[src/rtl/cellrv32_npu_stride_counter.sv]
// Strided address/index counter with wrap-back to a base value and optional pass counting.
// Define CELLRV32_NPU_CNT_PASS_EN to enable the pass counter and the DONE state.
module cellrv32_npu_stride_counter #(
  parameter int unsigned COUNTER_WIDTH = 32,
  parameter int unsigned PASS_WIDTH    = 16
) (
  input  logic                     clk_i,
  input  logic                     rstn_i,
  input  logic                     enable_i,
  input  logic                     load_i,
  input  logic [COUNTER_WIDTH-1:0] start_val_i,
  input  logic [COUNTER_WIDTH-1:0] stride_i,
  input  logic [COUNTER_WIDTH-1:0] limit_i,
  input  logic [PASS_WIDTH-1:0]    passes_i,
  output logic [COUNTER_WIDTH-1:0] count_val_o,
  output logic                     wrap_o,
  output logic                     busy_o,
  output logic                     done_o
);

  typedef enum logic [1:0] {IDLE, RUN, DONE} state_t;

  state_t                   state;
  logic [COUNTER_WIDTH-1:0] base_r;
  logic [COUNTER_WIDTH-1:0] stride_r;
  logic [COUNTER_WIDTH-1:0] limit_r;
  logic [COUNTER_WIDTH:0]   sum;
  logic                     over;

  // One extra bit so an overflowing add is treated as exceeding the limit.
  assign sum  = {1'b0, count_val_o} + {1'b0, stride_r};
  assign over = sum > {1'b0, limit_r};

`ifdef CELLRV32_NPU_CNT_PASS_EN
  logic [PASS_WIDTH-1:0] passes_r;
  logic [PASS_WIDTH-1:0] pass_cnt_r;
  logic [PASS_WIDTH-1:0] pass_next;
  logic                  done_r;

  assign pass_next = pass_cnt_r + PASS_WIDTH'(1);
  assign done_o    = done_r;
`else
  logic unused_passes;

  assign unused_passes = ^passes_i;
  assign done_o        = 1'b0;
`endif

  always_ff @(posedge clk_i or negedge rstn_i) begin
    if (!rstn_i) begin
      state       <= IDLE;
      base_r      <= '0;
      stride_r    <= '0;
      limit_r     <= '0;
      count_val_o <= '0;
      wrap_o      <= 1'b0;
      busy_o      <= 1'b0;
`ifdef CELLRV32_NPU_CNT_PASS_EN
      passes_r    <= '0;
      pass_cnt_r  <= '0;
      done_r      <= 1'b0;
`endif
    end else if (load_i) begin
      state       <= RUN;
      base_r      <= start_val_i;
      stride_r    <= stride_i;
      limit_r     <= limit_i;
      count_val_o <= start_val_i;
      wrap_o      <= 1'b0;
      busy_o      <= 1'b1;
`ifdef CELLRV32_NPU_CNT_PASS_EN
      passes_r    <= passes_i;
      pass_cnt_r  <= '0;
      done_r      <= 1'b0;
`endif
    end else begin
      case (state)
        RUN: begin
          wrap_o <= 1'b0;
          if (enable_i) begin
            if (!over) begin
              count_val_o <= sum[COUNTER_WIDTH-1:0];
            end else begin
              count_val_o <= base_r;
              wrap_o      <= 1'b1;
`ifdef CELLRV32_NPU_CNT_PASS_EN
              if (passes_r != '0) begin
                pass_cnt_r <= pass_next;
                if (pass_next == passes_r) begin
                  state  <= DONE;
                  busy_o <= 1'b0;
                  done_r <= 1'b1;
                end
              end else if (pass_cnt_r != '1) begin
                pass_cnt_r <= pass_next;
              end
`endif
            end
          end
        end
        DONE: wrap_o <= 1'b0;
        default: ;
      endcase
    end
  end

endmodule

[config.mk]
export PLATFORM = sky130hd
export DESIGN_NAME = cellrv32_npu_stride_counter
export DESIGN_NICKNAME = d
export VERILOG_FILES = /design/src/rtl/cellrv32_npu_stride_counter.sv
export SDC_FILE = /design/constraint.sdc
export NUM_CORES = 1
export LEC_CHECK = 0
export ABC_AREA = 1
export BUFFER_PORTS_ARGS = -buffer_cell sky130_fd_sc_hd__buf_2
export CAP_MARGIN = 20
export CORE_ASPECT_RATIO = 0.7
export CORE_MARGIN = 2
export CORE_UTILIZATION = 57
export CTS_CLUSTER_SIZE = 16
export DETAILED_ROUTE_END_ITERATION = 12
export PLACE_DENSITY = 0.83
export SETUP_SLACK_MARGIN = 0.3
export SYNTH_ARGS = -nofsm -noshare
export SYNTH_HDL_FRONTEND = slang
export SYNTH_SLANG_ARGS = --single-unit
[constraint.sdc]
create_clock -name clk_i -period 4.2 [get_ports clk_i]
set_clock_uncertainty 0.15 [all_clocks]
set_input_delay 0.42 -clock clk_i [delete_from_list [all_inputs] [get_ports clk_i]]
set_output_delay 0.42 -clock clk_i [all_outputs]
set_load 0.005 [all_outputs]
==> reports/results.tsv, run 1 <==
metric	value	unit
layout cells sized above 1	25.4	%
EDFF count, synth	0	
total clock sinks	130	
R2R Setup Slk	0.25	ns
Crit path required time	4.40	ns
clock buffer depth	2	
count of cell types in the netlist	46	
Hold Slack	-0.0173	ns
CTS root buffer	clkbuf_16	
WL final	25000	µm
GR Util met1	47.0	%
critical path cell sequence	ha_1, a21oi_2, a21boi_1, o21ai_1, nand2_1, inv_1, o21ai_1, nand3_1, nand2_1, inv_1, ha_1, nand4_1, nor2_1, nand3_2, nor2_2, nor2_2, nand2_2, nand2_8, nor2_4, buf_12, nand2_4, nand3b_4	
Final Hold Fails	28	
violated checks	hold timing	
Synthesis Warnings	0	
peak per-stage delay on the critical path	0.43	ns
grt total ovfl	0	
CTS tree	done	
# IOs	151	
core box area	14100	µm²
CP Launch Point	count_val_o[8]	
worst vdd ir	354	µV
Bufs and invs on worst path	3	
DR vias	8002	
placed instance count	1401	
synthesized net count	1276	
Critical R2R Capture	count_val_o[27]	
register bit count reported by yosys	130	
area delta synth->final	24.2	%
Syn Area/Cell	7.57	µm²
Critical Path End	count_val_o[27]	
outcome	complete, but fails checks	
GRT busiest layer	met1	
Critical Path End Type	flip-flop	
PwrDens	663	nW/µm²
later-pin clock latency in the skew report	0.42	ns
die width	148	µm
Worst path depth	22	
total power	6.82	mW
DRC	0	
post-DP HPWL	17000	µm
grt met3 use	8.08	%
fraction of registers with async set/reset	100	%
Leak	5.53	nW
Die Area	15500	µm²
initial drt markers	947	
Worst Hold Class	in2async	
Worst EP arrival	4.15	ns
GRT met2 Usage	44.1	%
sequential area share after synthesis	39.3	%
Post-Syn Area	8290	µm²
max_cap viols	0	
CTS H-Tree Depth	4	
vias in the first global route	7321	
Worst Tran Pin Value	0.926	ns
IO Port Bufs	133	
unrepaired setup endpoints after global routing	yes	
Net count, final	1423	
total track usage	31.0	%
1st-pass router iterations	6	
first-pass GRT wire length	37200	µm
relative slew slack	38.3	%
# fillers	1120	
die span in y	105	µm
Final Non-Filler Cells	1444	
Top FF cell, synth	dfrtp_1	
antenna viol nets, final	0	
fmax	253	MHz
slowest CP cell	dfrtp_1	
initial antenna violation count	0	
gp weighted congestion	0.949	
Setup Viol. Count Final	0	
largest net degree at the start of global routing	84	
CTS clk-pin slew, worst paths	0.06	ns
period utilization	94.0	%
R2R cell count	22	
r2r startpoint	count_val_o[8]	
Slew Viols, Final	0	
hold buffers post-CTS	0	
wire length per cell	17.3	µm
WS Path Type	reg2reg	
n_diodes	0	
Startpoint Class	flip-flop	
Synth Instances	1095	
CP top delay family	simple AND/OR/NAND/NOR gates	
Core Rows	36	
CTS Buf Count	17	
Starting Density	59.0	%
vias per cell	5.54	
crit-path max FO	6	
post-layout min period	3.95	ns
[layout make-up]
class / count / area (µm²) / area share, %
Tap cell: 190 / 238 / 2.31
Timing Repair Buffer: 163 / 955 / 9.27
Clock inverter: 10 / 133 / 1.29
Multi-Input combinational cell: 800 / 4730 / 46.0
Clock buffer: 21 / 470 / 4.57
Sequential cell: 130 / 3260 / 31.6
Timing Repair inverter: 1 / 11.3 / 0.109
Inverter: 129 / 497 / 4.83
[registers in the layout, summed over array words and instances, names as in the netlist]
register     cells
busy_o           1
base_r          32
count_val_o     32
stride_r        32
limit_r         32
wrap_o           1
[cell families (layout without fill, tap and decap cells)]
kind of cell             count (synthesis)  after routing  share of synthesized area [%]
flip-flops                             130            130                           39.3
AND/OR/NAND/NOR                        553            554                           29.6
XOR/XNOR                                27             27                           2.94
adder cells (fa/ha/maj)                 65             65                           9.91
other                                    1              1                         0.0453
buffers and inverters                  166            324                           8.23
AO/OA/AOI/OAI                          153            153                           9.98
[timing repair]
action,CTS,global route
endpoints found under the setup margin,32,32
gates cloned,1,2
pin swaps,5,26
resized for setup,17,72
buffers inserted,2,7
[synth_stat cells, drive strengths merged (17+ instances only)]
library cell	count	area share [%]
a21oi	61	3.9
buf	17	1.4
clkbuf	20	0.91
dfrtp	130	39
ha	64	9.7
inv	129	5.9
nand2	394	19
nand3	63	4.0
nand3b	22	2.5
nor2	52	2.5
o21ai	72	4.3
xor2	20	2.2
[layer usage]
| metal | part of all wire (%) | up-vias |
|---|---|---|
| li1 | - | 3789 |
| met1 | 45 | 3752 |
| met2 | 42 | 416 |
| met3 | 11 | 45 |
| met4 | 2.0 | 0 |
| met5 | 0 | - |
[power by group]
part           switching [mW]  total [mW]  internal, mW
Sequential              0.200        1.65          1.45
Combinational            2.24        3.64          1.41
Clock                   0.558        1.53         0.972
[cell usage in the layout (no fill, tap or decap), types with 4 or more instances in the layout]
master / instances
a21oi_1: 47
nand2_1: 345
nand3b_1: 10
nand3_1: 59
ha_2: 6
dfrtp_1: 127
ha_1: 50
buf_4: 27
xor2_1: 15
inv_2: 4
nand3b_2: 9
o21ai_1: 7
o21bai_1: 5
a21o_1: 4
buf_2: 131
o21ai_0: 64
inv_1: 124
xor2_2: 5
xnor2_1: 5
clkbuf_16: 18
ha_4: 8
nand2_2: 40
clkinv_2: 4
a21oi_2: 12
nand2_4: 8
nor2_1: 45
nand4_1: 9
nand3_2: 4
nor3_1: 6
nor2_2: 6
[metrics by stage]
stage	instance area (µm²)	util, %	TNS [ns]	setup slack (ns)
2_1_floorplan	8290	-	0	0.674
3_3_place_gp	9160	65.2	0	0.0805
3_5_place_dp	9160	65.2	-0.0454	-0.0454
4_1_cts	9900	70.4	0	0.306
5_1_grt	10300	73.2	0	0.122
6_report	10300	73.2	0	0.250
[how the worst min path moves through the flow]
stage               slack (ns)  depth (start not counted)            to
floorplan                -0.03                          0     base_r[0]
global placement          0.30                          2    base_r[19]
detailed placement        0.31                          2    base_r[19]
CTS                       0.02                          1    limit_r[9]
global route              0.05                          3  stride_r[13]
finish                   -0.02                          1    limit_r[9]
Note: power is estimated with default switching activity, not from simulation.
==> inputs of run 2 (changes only) <==
- CORE_UTILIZATION: 57 -> 58
- CTS_BUF_LIST: not set -> sky130_fd_sc_hd__clkbuf_2
- PLACE_DENSITY: 0.83 -> 0.85
==> run 2 against run 1 <==
Effect of this change: the flow now finishes without violations; global-route usage is 2.7 points higher; count of clock-buffer cells in the layout is 2 lower; maximum frequency is 4.0% lower; worst setup slack worse by 0.16 ns; critical endpoint is now count_val_o[9]; largest power group unchanged; cell count is 8.0% higher.
==> reports/results.tsv, run 2 (synthesis gave the netlist of run 1 again) <==
metric	value	unit
die span in y	104	µm
wire length per cell	18.0	µm
DR vias	8780	
WL final	28100	µm
R2R Setup Slk	0.09	ns
Worst EP arrival	4.60	ns
Startpoint Class	flip-flop	
sequential share of power	24.7	%
total power	6.63	mW
max_cap viols	0	
# fillers	844	
Starting Density	59.5	%
Clk pwr share	14.6	%
highest routed layer	met4	
critical path cell sequence	ha_2, a21oi_1, o21ai_0, a21o_1, nand2_1, nand2_2, xnor2_1, inv_1, ha_1, nand2_1, nor3_2, nand3_1, nand3_1, nand3_2, nand2_4, nand2_8, buf_6, nand2_1, nand3_1, a21oi_1	
Setup TNS	0	ns
1st-pass router iterations	8	
DRC	0	
area of the multi-input gates	4850	µm²
die width	147	µm
Combinational Power Share	60.7	%
total clock sinks	130	
slowest CP cell	dfrtp_1	
WS Path Type	reg2reg	
switching share of power	47.3	%
Crit path required time	4.69	ns
antenna viol nets, final	0	
Internal Power	3.49	mW
largest net degree at the start of global routing	81	
commonest non-fill, non-tap cell in the layout	nand2_1	
CTS tree	done	
Final WS setup	0.0876	ns
# IOs	151	
Final Hold Fails	0	
Core Rows	36	
clock buffer depth	2	
core box area	13900	µm²
CTS root buffer	clkbuf_2	
post-layout min period	4.11	ns
CTS H-Tree Depth	4	
pre-CTS setup slack	-0.125	ns
Critical Path End Type	flip-flop	
grt total ovfl	0	
Setup Viol. Count Final	0	
IO Port Bufs	133	
post-DP HPWL	16800	µm
CTS Buf Count	17	
Register Area	3260	µm²
later-pin clock latency in the skew report	0.75	ns
outcome	finished, final reports clean	
sw power	3.13	mW
initial drt markers	1137	
initial antenna violation count	0	
crit-path max FO	6	
met1 WL	11500	µm
Worst Tran Pin Value	1.06	ns
Die Area	15300	µm²
Final Non-Filler Cells	1560	
Worst Hold Class	in2reg	
placed instance count	1396	
total track usage	33.7	%
Slew Viols, Final	0	
relative slew slack	28.9	%
gp weighted congestion	0.908	
fmax	243	MHz
commonest non-fill, non-tap cells in the layout	nand2_1 (344), buf_2 (131), dfrtp_1 (128), inv_1 (118), dlygate4sd3_1 (97)	
PwrDens	592	nW/µm²
met2 WL post-DR	12300	µm
period utilization	97.9	%
layout cells sized above 1	26.6	%
vias in the first global route	7887	
CTS clk-pin slew, worst paths	0.21	ns
peak per-stage delay on the critical path	0.47	ns
n_diodes	0	
area delta synth->final	35.1	%
Bufs and invs on worst path	2	
vias per cell	5.63	
WL met3	3280	µm
Net count, final	1538	
unrepaired setup endpoints after global routing	yes	
Leak	5.87	nW
CP top delay family	simple AND/OR/NAND/NOR gates	
first-pass GRT wire length	40200	µm
worst vdd ir	306	µV
[run 2: worst paths after layout]
kind	startpoint	end	cells after the start
setup / recovery	count_val_o[10]	count_val_o[9]	20
hold / removal	load_i	limit_r[15]	3
setup reg to reg	count_val_o[10]	count_val_o[9]	20
hold reg to reg	base_r[28]	base_r[28]	2
max in group asynchronous	rstn_i	count_val_o[8]	3
min in group asynchronous	rstn_i	base_r[7]	2
[run 2: power groups by stage]
stage                     clock network [mW]  logic, mW  registers [mW]
after floorplan                            0       2.04            1.59
after global placement                     0       2.86            1.63
after detailed placement                   0       2.96            1.64
after CTS                              0.961       3.27            1.61
after global routing                    1.02       4.30            1.64
final                                  0.968       4.02            1.63
[run 2: what timing repair did]
item	4_1_cts	5_1_grt
buffers inserted	10	20
pin swaps	9	53
resized for setup	20	102
endpoints found under the setup margin	32	33
hold buffers	97	0
cloned	3	2
hold endpoints to repair	203	0
[run 2: cell type report]
class                           count  share of cell area [%]
Clock inverter                     13                    1.87
Timing Repair Buffer              276                    18.0
Multi-Input combinational cell    800                    43.3
Timing Repair inverter              3                   0.302
Tap cell                          190                    2.12
Sequential cell                   130                    29.1
Inverter                          129                    4.44
Clock buffer                       19                   0.850
[run 2: stage by stage]
step	area (µm²)	hold WS [ns]	util, %
finish	11200	0.0839	80.4
CTS	10600	0.0584	76.1
global route	11200	0.110	80.4
floorplan	8290	-0.0256	-
global placement	9110	0.303	65.5
detailed placement	9110	0.308	65.5
[run 2: metal layers]
metal  GRT usage [%]  up-vias
met5               0        -
met4            8.46        0
met3            9.39      114
met2            50.9      579
met1            48.3     4064
li1                -     4023
[run 2: worst reg2reg max path: stages, from the launching register on]
cell and delay [ns]:
dfrtp_1 0.47, ha_2 0.36, a21oi_1 0.32, o21ai_0 0.19, a21o_1 0.23, nand2_1 0.09, nand2_2 0.10, xnor2_1 0.37
inv_1 0.10, ha_1 0.28, nand2_1 0.09, nor3_2 0.22, nand3_1 0.14, nand3_1 0.12, nand3_2 0.10, nand2_4 0.12
nand2_8 0.11, buf_6 0.16, nand2_1 0.05, nand3_1 0.06, a21oi_1 0.19
